### src/rtl/serial_frame_deser.sv
// rtl/serial_frame_deser.sv - sync-hunting serial-to-parallel frame deserializer
//
// Purpose: hunts the incoming serial bit stream for SYNC_PAT, then assembles
// FRAME_WORDS words of WIDTH bits (MSB first) and presents each one on a
// valid/ready output register. A word that completes while the previous one
// is still unconsumed is dropped and flagged in the sticky overflow bit.
//
// Ports:
//   sclk        in   clock, all state updates on posedge
//   rst         in   synchronous active-high reset
//   din         in   serial data, one bit per sclk
//   word_out    out  [WIDTH-1:0] assembled data word
//   word_valid  out  word_out holds an unconsumed word
//   word_ready  in   consumer accepts word_out when word_valid is high
//   sync_locked out  high while collecting data words after a sync match
//   overflow    out  sticky, a completed word was dropped
//   frame_cnt   out  [7:0] sync match count, wraps modulo 256
module serial_frame_deser #(
    parameter int                  SYNC_LEN    = 8,
    parameter logic [SYNC_LEN-1:0] SYNC_PAT    = 'hB4,
    parameter int                  WIDTH       = 8,
    parameter int                  FRAME_WORDS = 4
) (
    input  logic             sclk,
    input  logic             rst,
    input  logic             din,
    output logic [WIDTH-1:0] word_out,
    output logic             word_valid,
    input  logic             word_ready,
    output logic             sync_locked,
    output logic             overflow,
    output logic [7:0]       frame_cnt
);

    localparam int BCW = $clog2(WIDTH);
    localparam int WCW = (FRAME_WORDS > 1) ? $clog2(FRAME_WORDS) : 1;
    localparam logic [BCW-1:0] BIT_LAST  = BCW'(WIDTH - 1);
    localparam logic [WCW-1:0] WORD_LAST = WCW'(FRAME_WORDS - 1);

    typedef enum logic {
        HUNT,
        COLLECT
    } state_e;

    state_e state_q, state_d;

    // Only the low bits of each shift register are ever read: the oldest bit
    // is shifted out in the same edge that the full pattern/word is formed,
    // so the registers keep one bit less than the pattern/word length.
    logic [SYNC_LEN-2:0] hunt_sr_q, hunt_sr_d;
    logic [WIDTH-2:0]    data_sr_q, data_sr_d;
    logic [BCW-1:0]      bit_cnt_q, bit_cnt_d;
    logic [WCW-1:0]      word_cnt_q, word_cnt_d;
    logic [WIDTH-1:0]    word_out_q, word_out_d;
    logic                word_valid_q, word_valid_d;
    logic                overflow_q, overflow_d;
    logic [7:0]          frame_cnt_q, frame_cnt_d;

    logic [SYNC_LEN-1:0] hunt_next;
    logic [WIDTH-1:0]    data_next;
    logic                word_done;

    assign hunt_next = {hunt_sr_q, din};
    assign data_next = {data_sr_q, din};

    always_ff @(posedge sclk) begin
        if (rst) begin
            state_q      <= HUNT;
            hunt_sr_q    <= '0;
            data_sr_q    <= '0;
            bit_cnt_q    <= '0;
            word_cnt_q   <= '0;
            word_out_q   <= '0;
            word_valid_q <= 1'b0;
            overflow_q   <= 1'b0;
            frame_cnt_q  <= '0;
        end else begin
            state_q      <= state_d;
            hunt_sr_q    <= hunt_sr_d;
            data_sr_q    <= data_sr_d;
            bit_cnt_q    <= bit_cnt_d;
            word_cnt_q   <= word_cnt_d;
            word_out_q   <= word_out_d;
            word_valid_q <= word_valid_d;
            overflow_q   <= overflow_d;
            frame_cnt_q  <= frame_cnt_d;
        end
    end

    always_comb begin
        state_d      = state_q;
        hunt_sr_d    = hunt_sr_q;
        data_sr_d    = data_sr_q;
        bit_cnt_d    = bit_cnt_q;
        word_cnt_d   = word_cnt_q;
        word_out_d   = word_out_q;
        word_valid_d = word_valid_q;
        overflow_d   = overflow_q;
        frame_cnt_d  = frame_cnt_q;
        word_done    = 1'b0;

        case (state_q)
            HUNT: begin
                hunt_sr_d = hunt_next[SYNC_LEN-2:0];
                if (hunt_next == SYNC_PAT) begin
                    state_d     = COLLECT;
                    frame_cnt_d = frame_cnt_q + 8'd1;
                    bit_cnt_d   = '0;
                    word_cnt_d  = '0;
                end
            end
            COLLECT: begin
                data_sr_d = data_next[WIDTH-2:0];
                bit_cnt_d = bit_cnt_q + 1'b1;
                if (bit_cnt_q == BIT_LAST) begin
                    word_done  = 1'b1;
                    bit_cnt_d  = '0;
                    word_cnt_d = word_cnt_q + 1'b1;
                    if (word_cnt_q == WORD_LAST) begin
                        // Clearing the hunt register guarantees the tail of
                        // the data can never combine with new bits into a sync.
                        state_d    = HUNT;
                        hunt_sr_d  = '0;
                        word_cnt_d = '0;
                    end
                end
            end
            default: state_d = HUNT;
        endcase

        // A completing word may load while the old one is being accepted in
        // the same edge; in that case valid simply stays high.
        if (word_done) begin
            if (!word_valid_q || word_ready) begin
                word_out_d   = data_next;
                word_valid_d = 1'b1;
            end else begin
                overflow_d = 1'b1;
            end
        end else if (word_valid_q && word_ready) begin
            word_valid_d = 1'b0;
        end
    end

    assign word_out    = word_out_q;
    assign word_valid  = word_valid_q;
    assign sync_locked = (state_q == COLLECT);
    assign overflow    = overflow_q;
    assign frame_cnt   = frame_cnt_q;

endmodule
### config.mk
export PLATFORM = sky130hd
export DESIGN_NAME = serial_frame_deser
export DESIGN_NICKNAME = d
export VERILOG_FILES = /design/src/rtl/serial_frame_deser.sv
export SDC_FILE = /design/constraint.sdc
export NUM_CORES = 1
export LEC_CHECK = 0
export CAP_MARGIN = 10
export CORE_MARGIN = 3
export CORE_UTILIZATION = 53
export DETAILED_ROUTE_END_ITERATION = 7
export GPL_ROUTABILITY_DRIVEN = 0
export HOLD_SLACK_MARGIN = 0.08
export PLACE_DENSITY_LB_ADDON = 0.15
export SYNTH_ARGS = -nofsm -noshare
export SYNTH_HDL_FRONTEND = slang
export SYNTH_SLANG_ARGS = --single-unit
### constraint.sdc
create_clock -name sclk -period 1.5 [get_ports sclk]
set_input_delay 0.3 -clock sclk [delete_from_list [all_inputs] [get_ports sclk]]
set_output_delay 0.3 -clock sclk [all_outputs]
set_load 0.05 [all_outputs]
# == After elaboration in Yosys (flattened, before gate mapping) ==
# Cells that the tools add are included.
# word_totals
ram_bits,0
mem_count,0
in_bits,4
latchBits,0
regBits,38
rom_bits,0
# classes
n_reduce_logical,10
order_cmp,0
n_eq_ne,7
n_mul,0
addsub,3
bitwise,2
div_mod_pow,0
muxes,19
shifts,0
# op_table
operator,count
7-bit 2-to-1 mux,2
7-bit one-hot mux with 2 select lines,1
2-bit AND reduction,6
"8-bit by 1-bit adder with 8-bit output, second input constant",1
"8-bit == test, second input constant",1
1-bit 2-to-1 mux,8
2-bit 2-to-1 mux,3
3-bit 2-to-1 mux,2
"2-bit by 1-bit != test with 1-bit output, second input constant",3
3-bit one-hot mux with 2 select lines,1
2-bit one-hot mux with 2 select lines,1
"3-bit by 1-bit adder with 3-bit output, second input constant",1
"3-bit == test, second input constant",1
"2-bit by 1-bit adder with 2-bit output, second input constant",1
"2-bit == test, second input constant",1
"2-bit != test, second input constant",1
1-bit inverter,2
1-bit one-hot mux with 2 select lines,1
2-bit nonzero test,1
1-bit logical AND,1
1-bit zero test,1
1-bit logical OR,1

# == Logic depth before layout (Yosys ltp) ==
# depth
ltp_word,5
depth_mapped,6
mapped_depth_nobuf,5

# == Worst setup path after synthesis ==
# OpenSTA, ideal clock, no wires.
# synth_timing
kind,flip-flop to flip-flop
startpoint,"register frame_cnt_q[0], in the netlist frame_cnt[0]"
endpoint,"register frame_cnt_q[2], in the netlist frame_cnt[2]"
t_arrival_ns,1.579
stages_incl_launch_ff,5
n_path_buf,0
path_slack_ns,-0.199
cell_sequence,dfxtp_1 -> ha_1 -> inv_1 -> nor4_1 -> mux2_2
# synth_between
elab_chain_cells,1
# synth_lines
element,line_no,rtl
from (decl),57,"logic [7:0] frame_cnt_q, frame_cnt_d;"
from (signal assigned),86,frame_cnt_q <= frame_cnt_d;
8-bit by 1-bit adder with 8-bit output,107,frame_cnt_d = frame_cnt_q + 8'd1;
# Every way passes these cells.
# A chain may end at the register's enable or synchronous reset.

# == Worst setup path after layout ==
# layout_timing
startpoint,register hunt_sr_q[2]
endpoint,"register frame_cnt_q[5], in the netlist frame_cnt[5]"
# layout_between
elab_chain_cells,2
# layout_lines
element,line_no,rtl
from (decl),50,"logic [SYNC_LEN-2:0] hunt_sr_q, hunt_sr_d;"
from (signal assigned),79,hunt_sr_q <= hunt_sr_d;
8-bit == test,105,if (hunt_next == SYNC_PAT) begin
2-bit AND reduction (no source line),--,
# Every way passes these cells.

==> flow_metrics.env <==
export IMPL_status="complete, no violations"
export IMPL_sw_frac_of_total_pct=22.36
export IMPL_drt_total_wl_um=3721
export IMPL_hpwl_um=2613
export IMPL_grt_util_all_layers_pct=20.70
export IMPL_period_needed_ns=1.480
export IMPL_grt_max_degree=30
export IMPL_vias_per_cell=5.629
export IMPL_fmax_ghz=0.6757
export IMPL_ys_flop_type="dfxtp_1"
export IMPL_dieArea_sq_um=3924
export IMPL_grt_overflow_total=0
export IMPL_period_share_pct=98.67
export IMPL_instances_no_fill=256
export IMPL_ys_ff_latch=38
export IMPL_syn_to_final_growth_pct=38.04
export IMPL_ir_worst_vdd_mv=0.7102
export IMPL_worstSkewPairLatency_ns=0.35
export IMPL_rows=19
export IMPL_synth_top_cell_by_area="dfxtp_1"
export IMPL_max_stage_delay_ns=0.38
export IMPL_synth_top_area_share_pct=44.74
export IMPL_synth_edf_count=0
export IMPL_diodes=0
export IMPL_grt_pass1_wl_um=6486
export IMPL_rsz0062_at_grt="yes"
export IMPL_power_static_leakage_nw=0.8464
export IMPL_dp_cells=248
export IMPL_p_int_mw=1.265
export IMPL_die_y_um=62.64
export IMPL_path_class="flip-flop to flip-flop"
export IMPL_critPathLaunchType="flip-flop"
export IMPL_post_cts_buffers=0
export IMPL_cts_buffers=5
export IMPL_h_tree_depth=2
export IMPL_pin_count=23
export IMPL_yosys_warnings=0
export IMPL_yosysSeqAreaShare_pct=44.74
export IMPL_dr_total_vias=1441
export IMPL_yosysMostFrequentCell="dfxtp_1"
export IMPL_fin_total_pwr_mw=1.629
export IMPL_maxCapViolations=0
export IMPL_p_per_area_nw_per_um2=693.8
export IMPL_core_sq_um=2900
export IMPL_drc=0
export IMPL_clock_path_buffers=2
export IMPL_firstDrtPassIters=4
export IMPL_io_buffers=22
export IMPL_tightest_slew_ns=0.3475
export IMPL_fin_nets=222
export IMPL_syn_cell_area_sq_um=1700
export IMPL_crit_path_max_fanout=8
export IMPL_slowest_stage="mux2_2"
export IMPL_ctsRootBufferMaster="clkbuf_4"
export IMPL_ys_async_sr_fraction_pct=0
export IMPL_reg2reg_setup_slack_ns=0.02
export IMPL_drt_initial_drc_count=67
export IMPL_ant_nets=0
export IMPL_finalMaxSlewViolations=0
export IMPL_hp_class="input pin to flip-flop"
export IMPL_fillers=188
export IMPL_p_seq_share_pct=62.4
export IMPL_hold_slack_ns=0.2825
export IMPL_combPwrFrac_pct=3.3
export IMPL_avgSynthCellArea_sq_um=9.093
export IMPL_dp_slack_ns=-0.4420
export IMPL_finClkSkew_ns=0.01279
export IMPL_wl_per_cell_um=14.54
export IMPL_hold_viol=0
export IMPL_grt_pass1_vias=1402
export IMPL_path_cells="nand4bb_4 > nor4_2 > mux2_2"
export IMPL_end_kind="flip-flop"
export IMPL_fin_ws_ns=0.02002
export IMPL_ys_top_cells_by_count="38 x dfxtp_1, 24 x a21oi_1, 15 x nand3_1, 15 x nor2_1, 13 x o21ai_0"
export IMPL_die_w_um=62.64
export IMPL_cts_tree="yes"
export IMPL_postCtsHoldBufs=0
export IMPL_yosysUniqueCellTypes=29
export IMPL_cts_clk_slew_worst_paths_ns=0.11
export IMPL_clock_sinks=38
export IMPL_antenna_found_initial=0
export IMPL_synth_area_leaders="dfxtp_1 45%, a21oi_1 7.1%, mux2i_1 4.7%"
export IMPL_syn_num_nets=196
export IMPL_maxSlewHeadroom_pct=76.73
export IMPL_setup_viol=0
export IMPL_power_frac_clock_pct=34.4
export IMPL_initial_utilization_pct=58.63
export IMPL_drive_gt1_share_pct=30.37
export IMPL_synth_cells=187
export IMPL_required_ns=1.75
export IMPL_arrival_ns=1.73
export IMPL_p_sw_mw=0.3641
[per-layer routing]
metal | vias to the layer above | global-route usage, % | part of all wire (%)
li1 | 701 | - | -
met1 | 696 | 25.33 | 43
met2 | 37 | 33.95 | 51
met3 | 7 | 4.676 | 3.8
met4 | 0 | 10.47 | 1.9
met5 | - | 0 | 0
[power by group through the flow]
stage | combinational (mW) | sequential, mW | clock (mW)
2_1_floorplan | 0.0254 | 1.04 | 0
3_3_place_gp | 0.0505 | 1.04 | 0
3_5_place_dp | 0.0522 | 1.04 | 0
5_1_grt | 0.0583 | 1.02 | 0.614
6_report | 0.0532 | 1.02 | 0.560
4_1_cts | 0.0525 | 1.02 | 0.568
[registers in the layout (all words and copies together), names as in the netlist]
register	flops
overflow	1
word_out	8
frame_cnt	8
sync_locked	1
word_valid	1
data_sr_q	7
bit_cnt_q	3
word_cnt_q	2
hunt_sr_q	7
[metrics by stage]
step | util [%] | TNS [ns] | area, sq um
after global placement | 76.36 | -3.214 | 2215
after floorplan | - | 0 | 1710
final | 80.93 | 0 | 2347
after global routing | 80.93 | -0.06849 | 2347
after detailed placement | 76.36 | -4.134 | 2215
after CTS | 78.65 | 0 | 2281
[kinds of logic (layout without fill, tap and decap cells)]
| group | Yosys count | count (layout) | synth area share (%) |
|---|---|---|---|
| adders and majority gates | 5 | 5 | 3.679 |
| DFF | 38 | 38 | 44.74 |
| buffers and inverters | 14 | 41 | 3.679 |
| AOI/OAI and AO/OA | 39 | 39 | 11.77 |
| xor gates and xnor gates | 1 | 1 | 0.5152 |
| muxes | 15 | 15 | 9.345 |
| and+or+nand+nor | 75 | 75 | 26.27 |
[repair_timing]
item / CTS / global route
setup endpoints to repair: 4 / 13
resized for setup: 1 / 17
pin swaps: 1 / 4
[worst max-delay path, delay by kind of cell (launching register included)]
kind	cells	cell delay [ns]
mux	1	0.38
simple gates	2	0.65
flops	1	0.35
[final timing paths]
kind                                             endpoint  depth (start not counted)                 startpoint
worst max-delay path            frame_cnt[5]$_SDFFE_PP0P_                          3  hunt_sr_q[2]$_SDFFE_PP0P_
worst max register to register  frame_cnt[5]$_SDFFE_PP0P_                          3  hunt_sr_q[2]$_SDFFE_PP0P_
worst min register to register   word_out[7]$_SDFFE_PP0P_                          2  data_sr_q[6]$_SDFFE_PP0P_
worst min-delay path            hunt_sr_q[0]$_SDFFE_PP0P_                          3                        din
[layout by cell type (no fill, tap or decap), types with 5 or more instances in the layout]
cell type / instances
buf_12: 21
nand2_1: 7
clkbuf_4: 5
nand2b_1: 9
a21oi_1: 23
dfxtp_2: 10
nor2_1: 15
nor2b_1: 11
buf_4: 7
dfxtp_1: 27
o21ai_0: 13
mux2i_1: 8
mux2_2: 5
nand3_1: 15
[final cells by class]
cell class                      instances  area [sq um]  share of cell area, %
Inverter                                1         3.754                 0.1599
Clock inverter                          1         5.005                 0.2132
Multi-Input combinational cell        135         937.1                  39.93
Timing Repair Buffer                   32         516.7                  22.01
Tap cell                               42         52.55                  2.239
Clock buffer                            7         55.05                  2.345
Sequential cell                        38         777.0                  33.10
No activity file was read; power rests on OpenSTA's default activity.
